<file path="config.mk">
export PLATFORM = sky130hd
export DESIGN_NAME = raw_issue_queue
export DESIGN_NICKNAME = d
export VERILOG_FILES = /design/src/rtl/raw_issue_queue.sv
export SDC_FILE = /design/constraint.sdc
export NUM_CORES = 1
export LEC_CHECK = 0
export BUFFER_PORTS_ARGS = -buffer_cell sky130_fd_sc_hd__buf_2
export CAP_MARGIN = 20
export CORE_UTILIZATION = 55
export DETAILED_ROUTE_END_ITERATION = 7
export GPL_TIMING_DRIVEN = 1
export PLACE_DENSITY_LB_ADDON = 0.05
export SLEW_MARGIN = 20
export SYNTH_ARGS = -nofsm -noshare
export SYNTH_HDL_FRONTEND = slang
export SYNTH_SLANG_ARGS = --single-unit
</file>
<file path="constraint.sdc">
create_clock -name clk -period 2.5 [get_ports clk]
set_input_delay 0.375 -clock clk [delete_from_list [all_inputs] [get_ports clk]]
set_output_delay 0.375 -clock clk [all_outputs]
set_load 0.05 [all_outputs]
</file>
<file path="src/rtl/raw_issue_queue.sv">
// In-order issue queue that holds the head instruction until a read-after-write
// checker reports that its source entry has no pending writer.
module raw_issue_queue #(
  parameter int entry_num_bits = 4,
  parameter int depth_bits     = 2
) (
  input  logic                      clk,
  input  logic                      rst,
  input  logic                      in_vld,
  output logic                      in_rdy,
  input  logic [entry_num_bits-1:0] in_src_num,
  input  logic [entry_num_bits-1:0] in_dst_num,
  input  logic                      in_dst_vld,
  output logic                      search_vld,
  output logic [entry_num_bits-1:0] search_num,
  input  logic                      raw_hit,
  output logic                      issue_vld,
  input  logic                      issue_rdy,
  output logic [entry_num_bits-1:0] issue_src,
  output logic [entry_num_bits-1:0] issue_dst,
  output logic                      add_vld,
  output logic [entry_num_bits-1:0] add_num,
  input  logic                      wb_vld,
  input  logic [entry_num_bits-1:0] wb_num,
  output logic                      minus_vld,
  output logic [entry_num_bits-1:0] minus_num,
  output logic [7:0]                stall_cnt,
  output logic [depth_bits:0]       count,
  output logic [1:0]                dbg_state
);

  localparam int depth = 1 << depth_bits;
  localparam logic [depth_bits:0] DEPTH_CNT = (depth_bits + 1)'(depth);
  localparam logic [depth_bits:0] ONE_CNT   = (depth_bits + 1)'(1);

  typedef enum logic [1:0] {
    IDLE   = 2'd0,
    SEARCH = 2'd1,
    WAIT   = 2'd2,
    ISSUE  = 2'd3
  } state_t;

  // Handshakes: a transfer happens in a cycle where both vld and rdy are high;
  // a vld output, once raised, keeps its payload stable until its rdy is seen.
  state_t                    state_q, state_d;
  logic [entry_num_bits-1:0] src_mem_q [depth];
  logic [entry_num_bits-1:0] dst_mem_q [depth];
  logic [depth-1:0]          dv_mem_q;
  logic [depth_bits-1:0]     wr_ptr_q, rd_ptr_q;
  logic [depth_bits:0]       count_q, count_d;
  logic                      hit_seen_q, hit_seen_d;
  logic [7:0]                stall_q, stall_d;
  logic                      minus_vld_q;
  logic [entry_num_bits-1:0] minus_num_q;

  logic                      push, pop;
  logic [entry_num_bits-1:0] head_src, head_dst;
  logic                      head_dv;

  assign head_src = src_mem_q[rd_ptr_q];
  assign head_dst = dst_mem_q[rd_ptr_q];
  assign head_dv  = dv_mem_q[rd_ptr_q];

  // in_rdy looks only at the registered count, so a full queue never accepts
  // even when the head leaves in the same cycle.
  assign in_rdy = (count_q < DEPTH_CNT);
  assign push   = in_vld && in_rdy;
  assign pop    = (state_q == ISSUE) && issue_rdy;

  always_comb begin
    count_d = count_q;
    case ({push, pop})
      2'b10:   count_d = count_q + ONE_CNT;
      2'b01:   count_d = count_q - ONE_CNT;
      default: count_d = count_q;
    endcase
  end

  always_comb begin
    state_d    = state_q;
    search_vld = 1'b0;
    search_num = '0;
    issue_vld  = 1'b0;
    issue_src  = '0;
    issue_dst  = '0;
    add_vld    = 1'b0;
    add_num    = '0;
    case (state_q)
      IDLE: begin
        if (count_d != '0) state_d = SEARCH;
      end
      SEARCH: begin
        search_vld = 1'b1;
        search_num = head_src;
        state_d    = WAIT;
      end
      WAIT: begin
        state_d = raw_hit ? SEARCH : ISSUE;
      end
      ISSUE: begin
        issue_vld = 1'b1;
        issue_src = head_src;
        issue_dst = head_dst;
        if (issue_rdy) begin
          add_vld = head_dv;
          add_num = head_dv ? head_dst : '0;
          state_d = (count_d != '0) ? SEARCH : IDLE;
        end
      end
      default: state_d = IDLE;
    endcase
  end

  // After the first hit, every lookup-loop cycle that keeps the head blocked
  // counts; the final miss cycle does not, so n hits give 2n-1.
  always_comb begin
    hit_seen_d = hit_seen_q;
    stall_d    = stall_q;
    if (pop) begin
      hit_seen_d = 1'b0;
      stall_d    = '0;
    end else begin
      if ((state_q == WAIT) && raw_hit) hit_seen_d = 1'b1;
      if (hit_seen_q && stall_q != 8'hff &&
          ((state_q == SEARCH) || ((state_q == WAIT) && raw_hit)))
        stall_d = stall_q + 8'd1;
    end
  end

  always_ff @(posedge clk) begin
    if (rst) begin
      state_q     <= IDLE;
      count_q     <= '0;
      wr_ptr_q    <= '0;
      rd_ptr_q    <= '0;
      hit_seen_q  <= 1'b0;
      stall_q     <= '0;
      minus_vld_q <= 1'b0;
      minus_num_q <= '0;
      dv_mem_q    <= '0;
      for (int i = 0; i < depth; i++) begin
        src_mem_q[i] <= '0;
        dst_mem_q[i] <= '0;
      end
    end else begin
      state_q     <= state_d;
      count_q     <= count_d;
      hit_seen_q  <= hit_seen_d;
      stall_q     <= stall_d;
      minus_vld_q <= wb_vld;
      minus_num_q <= wb_num;
      if (push) begin
        src_mem_q[wr_ptr_q] <= in_src_num;
        dst_mem_q[wr_ptr_q] <= in_dst_num;
        dv_mem_q[wr_ptr_q]  <= in_dst_vld;
        wr_ptr_q            <= wr_ptr_q + 1'b1;
      end
      if (pop) rd_ptr_q <= rd_ptr_q + 1'b1;
    end
  end

  assign minus_vld = minus_vld_q;
  assign minus_num = minus_num_q;
  assign stall_cnt = stall_q;
  assign count     = count_q;
  assign dbg_state = state_q;

endmodule

</file>
==> impl_metrics.tcl <==
set metrics [dict create \
    drc 0 \
    worstMarginPinSlew_ns 0.588 \
    cts_tree "done" \
    fin_area_um2 3500 \
    antenna_found_initial 0 \
    synthCells 249 \
    clk_pin_slew_worst_paths_ns 0.07 \
    grt_usage_pct 21.2 \
    outcome "finished, final reports clean" \
    rows 26 \
    hold_class "in -> reg" \
    relSlewSlack_pct 60.8 \
    finalPower_uw 2480 \
    dieArea_um2 5660 \
    grt_pass1_vias 1864 \
    post_cts_resized 0 \
    drt-met1-wl_mm 2.50 \
    peakVddDrop_mv 0.387 \
    fin_skew_ns 0.00518 \
    core_um2 5140 \
    die_h_um 75.2 \
    numCtsBuffers 9 \
    vias 2022 \
    numClockSinks 61 \
    die_w_um 75.2 \
    postPlaceCellArea_um2 3290 \
    layout_min_cycle_time_ns 2.20 \
    h-tree-depth 3 \
    cts_root_buffer "clkbuf_8" \
    final-hold-violation-count 0 \
    ctsHoldBuffers 0 \
    cp-end-kind "flip-flop" \
    p_per_area_nw_per_um2 709 \
    synth.yosys.seq_area_share_pct 52.3 \
    drt_iter0_drc 127 \
    area_growth_pct 18.8 \
    dr.pass1.iters 4 \
    critPathKind "reg -> reg" \
    slew_viol_final 0 \
    route.met2.wl_mm 2.63 \
    synth.distinct_cells 47 \
    grt_pass1_wl_mm 8.62 \
    n_antenna_cell 0 \
    synth-seq-cells 61 \
    syn_avg_cell_area_um2 11.8 \
    post_cts_buffers 0 \
    gp_congestion 0.776 \
    drive_gt1_share_pct 34.3 \
    setup_viol 0 \
    drt_wl_total_mm 5.47 \
    pin_count 57 \
    layout.nets 336 \
    syn_area_um2 2950 \
    maxCapViolations 0 \
    synth_nets 275 \
    dpl.hpwl_mm 3.83 \
    postRouteAntennaNets 0 \
    cp_max_fo 7 \
    wl_met3_um 253 \
    post-route-util_pct 68.1 \
    synth_warnings 0 \
    rsz0062_at_grt "no" \
    top_layer_used "met4" \
    avgViaCountPerCell 5.25 \
    start_util_pct 57.4 \
    p_leak_uw 0.00148 \
    fin_setup_tns_ns 0 \
    clockBufferDepth 2 \
    required_ns 2.74 \
    arrival_ns 2.43 \
    grt_overflow 0 \
    wire_per_inst_um 14.2 \
    port_buffers 56 \
    critPathLaunchType "flip-flop" \
    fin_crit_sh_pct 87.8 \
    fmaxAchievable_mhz 455 \
    grt_max_degree 30 \
    insertion_delay_ns 0.32 \
]
==> worst max-delay path: stages (launching register included) <==
cell	delay, ns
dfxtp_1	0.42
and3_1	0.22
ha_1	0.24
inv_1	0.07
fa_1	0.41
xor3_1	0.21
a31oi_1	0.24
o21ai_1	0.10
a211oi_2	0.22
==> kinds of logic (layout without fill, tap and decap cells) <==
logic type / count (synthesis) / in the layout / synth area share (%)
AND/OR/NAND/NOR: 116 / 116 / 24.7
flip-flops: 61 / 61 / 52.3
AO/OA/AOI/OAI: 29 / 29 / 7.00
buffers and inverters: 21 / 87 / 3.65
multiplexers: 9 / 9 / 6.87
adder cells (fa/ha/maj): 7 / 7 / 3.22
XOR/XNOR: 6 / 6 / 2.29
==> state kept, by name, summed over array words and instances, names as in the netlist, named ones only <==
| name | count |
|---|---|
| count | 3 |
| dbg_state | 2 |
| dst_mem_q | 16 |
| dv_mem_q | 4 |
| hit_seen_q | 1 |
| minus_num | 4 |
| minus_vld | 1 |
| rd_ptr_q | 2 |
| src_mem_q | 16 |
| stall_cnt | 8 |
| wr_ptr_q | 2 |
==> report_power, final <==
part	total (uW)	internal, uW	switching (uW)
clock	938	582	356
sequential	1160	1120	40.9
combinational	387	130	257
==> final timing paths <==
check | start | endpoint | slack [ns] | cells after the start
setup / recovery | dbg_state[0]$_SDFFE_PP0P_ | dbg_state[0]$_SDFFE_PP0P_ | 0.30 | 8
hold / removal | wb_num[3] | minus_num[3]$_SDFF_PP0_ | 0.26 | 2
hold reg to reg | dv_mem_q[0]$_SDFFE_PP0P_ | dv_mem_q[0]$_SDFFE_PP0P_ | 0.46 | 2
setup reg to reg | dbg_state[0]$_SDFFE_PP0P_ | dbg_state[0]$_SDFFE_PP0P_ | 0.30 | 8
==> through the flow <==
step                worst slack [ns]  hold WS (ns)  std cells
global placement               0.369         0.444        369
floorplan                    0.00176         0.433        249
global route                   0.129         0.252        385
finish                         0.304         0.261        385
detailed placement             0.307         0.451        369
CTS                            0.312         0.247        385
==> metal layers <==
metal / global-route usage, % / vias to the layer above
met5: 0 / -
met4: 8.64 / 0
met3: 5.62 / 7
met2: 34.5 / 53
met1: 27.1 / 954
li1: - / 1008
==> cells in the mapped netlist (all sizes together) <==
master / instances / area, um^2
a211oi: 4 / 40.0
a21oi: 11 / 55.1
a31o: 1 / 8.76
a31oi: 2 / 12.5
a41oi: 1 / 8.76
and2: 46 / 294
and3: 7 / 43.8
and3b: 1 / 10.0
and4: 4 / 41.3
and4b: 1 / 10.0
buf: 6 / 45.0
clkbuf: 4 / 15.0
clkdlybuf4s18: 1 / 10.0
dfxtp: 29 / 581
edfxtp: 32 / 961
fa: 1 / 20.0
ha: 6 / 75.1
inv: 10 / 37.5
mux4: 9 / 203
nand2: 12 / 45.0
nand3: 6 / 30.0
nand3b: 1 / 7.51
nor2: 14 / 52.6
nor2b: 8 / 50.1
nor3: 4 / 20.0
nor3b: 1 / 7.51
nor4: 3 / 63.8
nor4b: 1 / 8.76
o211ai: 1 / 12.5
o21a: 2 / 22.5
o21ai: 5 / 28.8
o311ai: 1 / 8.76
o41ai: 1 / 8.76
or2: 4 / 25.0
or3: 3 / 18.8
xnor2: 2 / 17.5
xor2: 3 / 26.3
xor3: 1 / 23.8
==> final cells by class <==
class / count / area, um^2
Inverter: 10 / 37.5
Fill cell: 436 / 1640
Clock buffer: 11 / 141
Timing Repair Buffer: 61 / 318
Multi-Input combinational cell: 167 / 1300
Tap cell: 70 / 87.6
Sequential cell: 61 / 1540
Clock inverter: 5 / 73.8
==> cell usage in the layout, fill, tap and decap left out, drive strengths merged, types with 2 or more instances in the layout <==
cell type,netlist,final
a211oi,4,4
a21oi,11,11
a31oi,2,2
and2,46,46
and3,7,7
and4,4,4
buf,6,61
bufinv,0,2
clkbuf,4,11
clkinv,0,3
dfxtp,29,29
edfxtp,32,32
ha,6,6
inv,10,10
mux4,9,9
nand2,12,12
nand3,6,6
nor2,14,14
nor2b,8,8
nor3,4,4
nor4,3,3
o21a,2,2
o21ai,5,5
or2,4,4
or3,3,3
xnor2,2,2
xor2,3,3
Power figures use the tool's default switching activity.
